### config.mk
export PLATFORM = sky130hd
export DESIGN_NAME = rob_commit
export DESIGN_NICKNAME = d
export VERILOG_FILES = /design/src/rtl/rob_commit.sv
export SDC_FILE = /design/constraint.sdc
export NUM_CORES = 1
export LEC_CHECK = 0
export ABC_AREA = 1
export CORE_ASPECT_RATIO = 1.2
export CORE_MARGIN = 5
export CORE_UTILIZATION = 54
export DETAILED_ROUTE_END_ITERATION = 10
export PLACE_DENSITY_LB_ADDON = 0.1
export SLEW_MARGIN = 0
export SYNTH_ARGS = -nofsm -noshare
export SYNTH_HDL_FRONTEND = slang
export SYNTH_SLANG_ARGS = --single-unit
export TNS_END_PERCENT = 20
### constraint.sdc
create_clock -name clk -period 1.9 [get_ports clk]
set_input_delay 0.38 -clock clk [delete_from_list [all_inputs] [get_ports clk]]
set_output_delay 0.38 -clock clk [all_outputs]
set_load 0.05 [all_outputs]
### src/rtl/rob_commit.sv
// In-order commit stage: retires the ROB head and updates the retirement map.
// Stores first hand off to the LSQ and then wait for its acknowledge before they retire.
module rob_commit #(
    parameter int ROB_ADDR_WIDTH = 4,
    parameter int PHYS_REG_WIDTH = 6,
    parameter int ARCH_REG_WIDTH = 5
) (
    input  logic                      clk,
    input  logic                      rst,
    input  logic                      rob_empty,
    input  logic                      head_ready,
    input  logic                      head_store,
    input  logic                      head_regwrite,
    input  logic [ARCH_REG_WIDTH-1:0] head_rd,
    input  logic [PHYS_REG_WIDTH-1:0] head_pd,
    output logic                      rob_ren,
    output logic                      st_commit_req,
    input  logic                      st_commit_ack,
    output logic                      rrf_we,
    output logic [ARCH_REG_WIDTH-1:0] rrf_rd,
    output logic [PHYS_REG_WIDTH-1:0] rrf_pd,
    output logic                      free_we,
    output logic [PHYS_REG_WIDTH-1:0] free_pd,
    input  logic [ARCH_REG_WIDTH-1:0] rrf_raddr,
    output logic [PHYS_REG_WIDTH-1:0] rrf_rdata,
    output logic [63:0]               instret
);

    localparam int NUM_ARCH = 2 ** ARCH_REG_WIDTH;

    typedef enum logic {
        IDLE,
        ST_WAIT
    } state_t;

    state_t                    state;
    logic [PHYS_REG_WIDTH-1:0] rrf [NUM_ARCH];
    logic                      commit_ok;
    logic                      map_write;

    assign commit_ok     = ~rob_empty & head_ready;
    assign st_commit_req = (state == ST_WAIT);
    assign rrf_rdata     = rrf[rrf_raddr];

    // Gating with rst keeps every commit output quiet while reset is held.
    always_comb begin
        rob_ren = 1'b0;
        if (rst) begin
            case (state)
                IDLE:    rob_ren = commit_ok & ~head_store;
                ST_WAIT: rob_ren = st_commit_ack;
                default: rob_ren = 1'b0;
            endcase
        end
    end

    assign map_write = rob_ren & head_regwrite & (head_rd != '0);

    always_comb begin
        rrf_we  = map_write;
        free_we = map_write;
        rrf_rd  = '0;
        rrf_pd  = '0;
        free_pd = '0;
        if (map_write) begin
            rrf_rd  = head_rd;
            rrf_pd  = head_pd;
            free_pd = rrf[head_rd];
        end
    end

    always_ff @(posedge clk or negedge rst) begin
        if (!rst) begin
            state   <= IDLE;
            instret <= '0;
            for (int i = 0; i < NUM_ARCH; i++) begin
                rrf[i] <= PHYS_REG_WIDTH'(i);
            end
        end else begin
            case (state)
                IDLE:    if (commit_ok && head_store) state <= ST_WAIT;
                ST_WAIT: if (st_commit_ack) state <= IDLE;
                default: state <= IDLE;
            endcase
            if (rob_ren) begin
                instret <= instret + 64'd1;
            end
            if (map_write) begin
                rrf[head_rd] <= head_pd;
            end
        end
    end

endmodule

Word level (Yosys, flattened, before mapping)
Cells that the tools add are included.
{"block": "totals", "register_bits": 257, "latch_bits": 0, "ramBits": 0, "rom_bits": 0, "out_inout_bits": 91, "memories": 0}
{"block": "op_classes", "addsub": 1, "n_mul": 0, "n_div": 0, "order_cmp": 3, "eq_ne": 0, "shifts": 0, "mux": 17, "n_bitwise": 9, "reduce_logical": 3}
{"operator": "$bwmux W192", "count": 1}
{"operator": "$add A64 B1 Y64 const B", "count": 1}
{"operator": "$bmux W6 S5", "count": 2}
{"operator": "$mux W6", "count": 7}
{"operator": "$demux W6 S5", "count": 1}
{"operator": "$ge A6 B6 Y1 const B", "count": 2}
{"operator": "$not A5 Y6", "count": 2}
{"operator": "$lt A6 B1 Y1 const B", "count": 1}
{"operator": "$mux W5", "count": 1}
{"operator": "$reduce_bool A5 Y1", "count": 1}
{"operator": "$and A1 B1 Y1", "count": 4}
{"operator": "$pmux W1 S2", "count": 2}
{"operator": "$mux W1", "count": 3}
{"operator": "$not A1 Y1", "count": 3}
{"operator": "$logic_and A1 B1 Y1", "count": 2}

Depth between registers and ports, before layout
{"block": "depth", "word_depth": 8, "depth_mapped": 12, "mapped_depth_nobuf": 10}

Worst setup path after synthesis
No wires, ideal clock.
{"block": "synth_timing", "path_kind": "flip-flop to output port", "start": "register state (netlist: st_commit_req)", "end": "output free_pd[0]", "arrival_ns": 2.396, "required_time_ns": 1.520, "slack_ns": -0.876, "path_stages_with_launch": 9, "n_path_buf": 0, "cell_sequence": "dfrtp_1 -> nand2_1 -> o21ai_1 -> nand3_2 -> nor2_4 -> nand2_2 -> inv_2 -> nand3_1 -> nor2_1"}
{"block": "synth_between", "elab_chain_len": 6}
{"item": "start, declared", "line_no": "36", "source": "state_t state;"}
{"item": "start signal, assigned", "line_no": "74", "source": "state <= IDLE;"}
{"item": "start signal, assigned", "line_no": "81", "source": "IDLE: if (commit_ok && head_store) state <= ST_WAIT;"}
{"item": "start signal, assigned", "line_no": "82", "source": "ST_WAIT: if (st_commit_ack) state <= IDLE;"}
{"item": "$not A1 Y1", "line_no": "49", "source": "case (state)"}
{"item": "$pmux W1 S2 (*)", "line_no": "49"}
{"item": "$mux W1 (*)", "line_no": "48", "source": "if (rst) begin"}
{"item": "$and A1 B1 Y1 (*) (2 in a row)", "line_no": "57", "source": "assign map_write = rob_ren & head_regwrite & (head_rd != '0);"}
{"item": "net free_we", "line_no": "22", "source": "output logic free_we,"}
{"item": "$mux W6 (*)", "line_no": "65", "source": "if (map_write) begin"}
{"item": "end, declared", "line_no": "23", "source": "output logic [PHYS_REG_WIDTH-1:0] free_pd,"}
Mark *: on every way through the listed nets, which the timed path passes. The rest lies on a longest branch.

Worst setup path after layout
{"block": "layout_timing", "start": "input head_rd[1]", "end": "output free_pd[3]"}
{"block": "layout_between", "elab_chain_len": 5, "word_cells_on_any_way": 7, "classes_between": "mux: 4; bitwise: 2; reduce/logical: 1"}
{"item": "start, declared", "line_no": "14", "source": "input logic [ARCH_REG_WIDTH-1:0] head_rd,"}
{"item": "$not A5 Y6 (implied by the code)", "line_no": "68", "source": "free_pd = rrf[head_rd];"}
{"item": "$bmux W6 S5", "line_no": "68"}
{"item": "$mux W6 (implied by the code) (2 in a row)", "line_no": "68"}
{"item": "$mux W6 (*)", "line_no": "65"}
Mark *: on every way between the ends. The rest lies on a longest branch, timed or not. The select of a mux whose other input is x is not followed.

==> summary.md <==
| Metric | Value |
|---|---|
| Average size of a mapped cell | `6.68 um2` |
| Number of enable-type register cells in the synthesized netlist | `0` |
| Final critical path time including I/O delays and setup | `2.52 ns` |
| Aggregate global-route resource usage | `33.6%` |
| Via count of the first global-routing pass | `16000` |
| Clock Sinks | `257` |
| Placed Cells incl. Taps | `2806` |
| GRT overflow | `0` |
| Worst IR Drop VDD | `0.000967 V` |
| Share of the clock period used by the worst path | `132%` |
| Internal Pwr Total | `10.6 mW` |
| Run status | `complete, but fails checks` |
| Tightest Pin Transition | `1.10 ns` |
| Routed WL | `53900 um` |
| Cell Pwr Density | `735 nW/um2` |
| Number of inserted diodes | `0` |
| Detailed router's first-iteration violation count | `1309` |
| Critical Path Slowest Stage Cell | `sky130_fd_sc_hd__dlygate4sd2_1` |
| Utilization after layout | `74.3%` |
| Clock tree from TritonCTS | `yes` |
| Leading cell type by number of instances after synthesis | `sky130_fd_sc_hd__nand2_1` |
| I/O pin count | `114` |
| Post-synth top flop | `sky130_fd_sc_hd__dfrtp_1` |
| Total power consumption of the routed design | `14.9 mW` |
| Clk_skew | `0.00892 ns` |
| Multiplexer share of the synthesized area | `0%` |
| Last weighted congestion value of the routability-driven placer | `0.950` |
| Global-route wire length before repair | `83600 um` |
| Area of the mapped netlist | `15000 um2` |
| Post-synth top cells | `964 x sky130_fd_sc_hd__nand2_1, 353 x sky130_fd_sc_hd__nor2_1, 226 x sky130_fd_sc_hd__nand3_1, 177 x sky130_fd_sc_hd__dfrtp_1, 91 x sky130_fd_sc_hd__inv_1` |
| CP required | `1.52 ns` |
| Clock input transition at the sequential cells of the worst setup and hold paths | `0.06 ns` |
| Class of the tightest hold or removal check | `input port to asynchronous set/reset pin` |
| Footprint of the flip-flops and latches | `6530 um2` |
| DRC violations left | `0` |
| Cell leakage power | `10.2 nW` |
| Worst setup margin | `-0.615 ns` |
| Worst setup path class | `input port to output port` |
| Critical path cell sequence | `dlygate4sd2_1 > buf_4 > nand2_4 > buf_12 > nor2_1 > nor2_1 > nand2_1 > nand2_1 > nand4_1 > nor2_4 > buf_6` |
| Clock Tree Buf Depth | `3` |
| CORE AREA | `27300 um2` |
| Fmax | `398 MHz` |
| Ratio of cells with drive above 1 in the final layout | `26.3%` |
| Worst-case headroom to the max-slew limit | `26.9%` |
| Antenna violations before repair | `1` |
| Largest family of logic cells by synthesized area | `simple AND/OR/NAND/NOR gates` |
| Clock Latency Late Sink | `0.55 ns` |
| Cells after synthesis | `2240` |
| Sw Pwr | `4.33 mW` |
| Stage delay of the slowest cell on the critical path | `0.28 ns` |
| Growth of design area from synthesis to finish | `35.3%` |
| Port buffer count | `113` |
| Register-to-register setup slack | `-0.23 ns` |
| Number of nets in the layout | `2545` |
| Area of combinational cells with multiple inputs | `8470 um2` |
| DP Wirelength | `36800 um` |
| Number of CTS-inserted buffers | `28` |
| Area share of the largest cell type after synthesis | `29.6%` |
| Depth of the CTS H-tree | `1` |
| Fraction of the mapped netlist area in compound gates | `3.73%` |
| Post-synthesis share of cell area spent on xor and xnor gates | `2.81%` |
| Overall die area | `31200 um2` |
| Area contributors post-synth | `sky130_fd_sc_hd__dfrtp_1 30%, sky130_fd_sc_hd__nand2_1 24%, sky130_fd_sc_hd__dfstp_2 14%` |
| Final setup fails | `169` |
| Pins over their slew limit | `0` |
| Clk pwr share | `40.6%` |
| Sequential share of the synthesized area | `43.6%` |
| Count of state elements after synthesis | `257` |
| Adder and majority gate portion of the synthesized area | `0.0836%` |
| Fill count | `2091` |
| Worst slack at placement | `-1.04 ns` |
| Sequential power share | `41.0%` |
| Number of warnings issued by yosys | `0` |
| Sort of element at the end of the critical path | `output port` |
| Site row count | `66` |
| Number of maximum-capacitance violations | `0` |
| Fraction of synthesis flops using an asynchronous set or reset pin | `100%` |
| Violated checks | `setup timing` |
| Routed Antenna Nets | `0` |
| Routed vias | `16400` |
| Net count after synthesis | `2264` |
| Cell taking the most area after synthesis | `sky130_fd_sc_hd__dfrtp_1` |
| Unrepaired setup endpoints after global routing | `true` |
| Worst hold slack | `0.0300 ns` |
| Count of distinct cell types in the synthesized netlist | `30` |
| Post-detailed-route wirelength per cell | `18.7 um` |
| Detail-routed via count per cell | `5.70` |
| Switching Fraction | `29.1%` |
| Hold Vio Cnt, Final | `0` |
| Crit path arrival time | `2.14 ns` |
| Area fraction in and, or, nand and nor cells after synthesis | `44.3%` |
| Die boundary width | `162 um` |
| Logic pwr share | `18.5%` |
| Die span in y | `192 um` |
| Largest net degree at the start of global routing | `181` |
| Count of placed standard cells in the final layout, fillers left out | `2883` |
| Starting utilization of the core area | `54.9%` |
| DR pass1 iterations | `6` |
| Root buffer selected by CTS | `sky130_fd_sc_hd__clkbuf_16` |
| Nature of the critical path startpoint | `input port` |
| Peak fanout along the critical path | `19` |
-- per-stage QoR --
stage	setup TNS [ns]	area, um2
finish	-29.04	20200
floorplan	-4.39	15200
CTS	-26.91	19800
global route	-46.45	20200
detailed placement	-123.53	18100
global placement	-114.68	18100
-- layer usage --
layer | track usage (%) | share of wire [%]
met3 | 4.19 | 8.1
met2 | 58.1 | 48
met5 | 0 | 0.013
met4 | 18.4 | 6.9
met1 | 41.1 | 37
-- power groups by stage --
stage,Combinational (mW),Clock (mW),Sequential (mW)
global route,2.94,6.32,6.12
global placement,2.42,0,6.16
detailed placement,2.46,0,6.16
floorplan,1.12,0,6.35
CTS,2.62,6.08,6.08
finish,2.75,6.04,6.10
-- critical path: cells and delay by family --
| kind | cells | cell delay (ns) |
|---|---|---|
| buffers and inverters | 4 | 0.79 |
| AND/OR/NAND/NOR | 7 | 0.93 |
-- timing repair --
action	CTS	global route
pin swaps	74	62
resized for setup	161	99
buffers inserted	17	5
hold buffers	1	0
setup endpoints to repair	125	206
endpoints found under the hold margin	10	0
cloned	1	2
-- registers in the layout, summed over array words and instances (netlist names) --
name           cells
rrf              192
instret           64
st_commit_req      1
-- path summary, 6_finish.rpt --
| path | endpoint | startpoint | cells after the start |
|---|---|---|---|
| max in group asynchronous | rrf[71]$_DFFE_PN0P_ | rst | 3 |
| min | instret[11]$_DFFE_PN0P_ | rst | 3 |
| min reg2reg | rrf[188]$_DFFE_PN0P_ | rrf[188]$_DFFE_PN0P_ | 0 |
| max reg2reg | rrf[17]$_DFFE_PN0P_ | st_commit_req$_DFF_PN0_ | 10 |
| min in group clk | rrf[188]$_DFFE_PN0P_ | rrf[188]$_DFFE_PN0P_ | 0 |
| max | free_pd[3] | head_rd[1] | 11 |
-- cell type report --
type	instances	share of cell area, %
inverters	104	2.04
well taps	340	2.10
flip-flops and latches	257	32.3
repair buffers	357	16.7
clock inverters	16	1.16
multi-input cells	1773	41.8
clock buffers	36	3.86
-- kinds of logic (layout without fill, tap and decap cells) --
| kind of cell | after synthesis | in the layout |
|---|---|---|
| DFF | 257 | 257 |
| adders and majority gates | 1 | 1 |
| xor gates and xnor gates | 48 | 48 |
| buffers and inverters | 210 | 513 |
| AOI/OAI and AO/OA | 107 | 107 |
| and+or+nand+nor | 1617 | 1617 |
-- cells in the final DEF (no fill, tap or decap), types with 14 or more instances in the layout --
cell                              netlist  layout
sky130_fd_sc_hd__nand2_1              964     895
sky130_fd_sc_hd__nor2_1               353     321
sky130_fd_sc_hd__buf_4                  3     256
sky130_fd_sc_hd__nand3_1              226     180
sky130_fd_sc_hd__dfrtp_1              177     175
sky130_fd_sc_hd__inv_1                 91      87
sky130_fd_sc_hd__dfstp_2               80      80
sky130_fd_sc_hd__o21ai_0               69      52
sky130_fd_sc_hd__nand2_2                1      51
sky130_fd_sc_hd__nand3_2                1      41
sky130_fd_sc_hd__buf_6                  0      34
sky130_fd_sc_hd__clkbuf_16              0      31
sky130_fd_sc_hd__buf_12                 0      31
sky130_fd_sc_hd__nor2_4                 1      28
sky130_fd_sc_hd__nand4_1               28      28
sky130_fd_sc_hd__xor2_1                25      25
sky130_fd_sc_hd__xnor2_1               23      23
sky130_fd_sc_hd__o22ai_1               18      18
sky130_fd_sc_hd__nor3_2                21      17
sky130_fd_sc_hd__nand2_4                0      16
sky130_fd_sc_hd__o21ai_1                1      16
sky130_fd_sc_hd__clkdlybuf4s50_1        0      16
sky130_fd_sc_hd__a21oi_1               19      14
(Power assumes the default switching activity.)
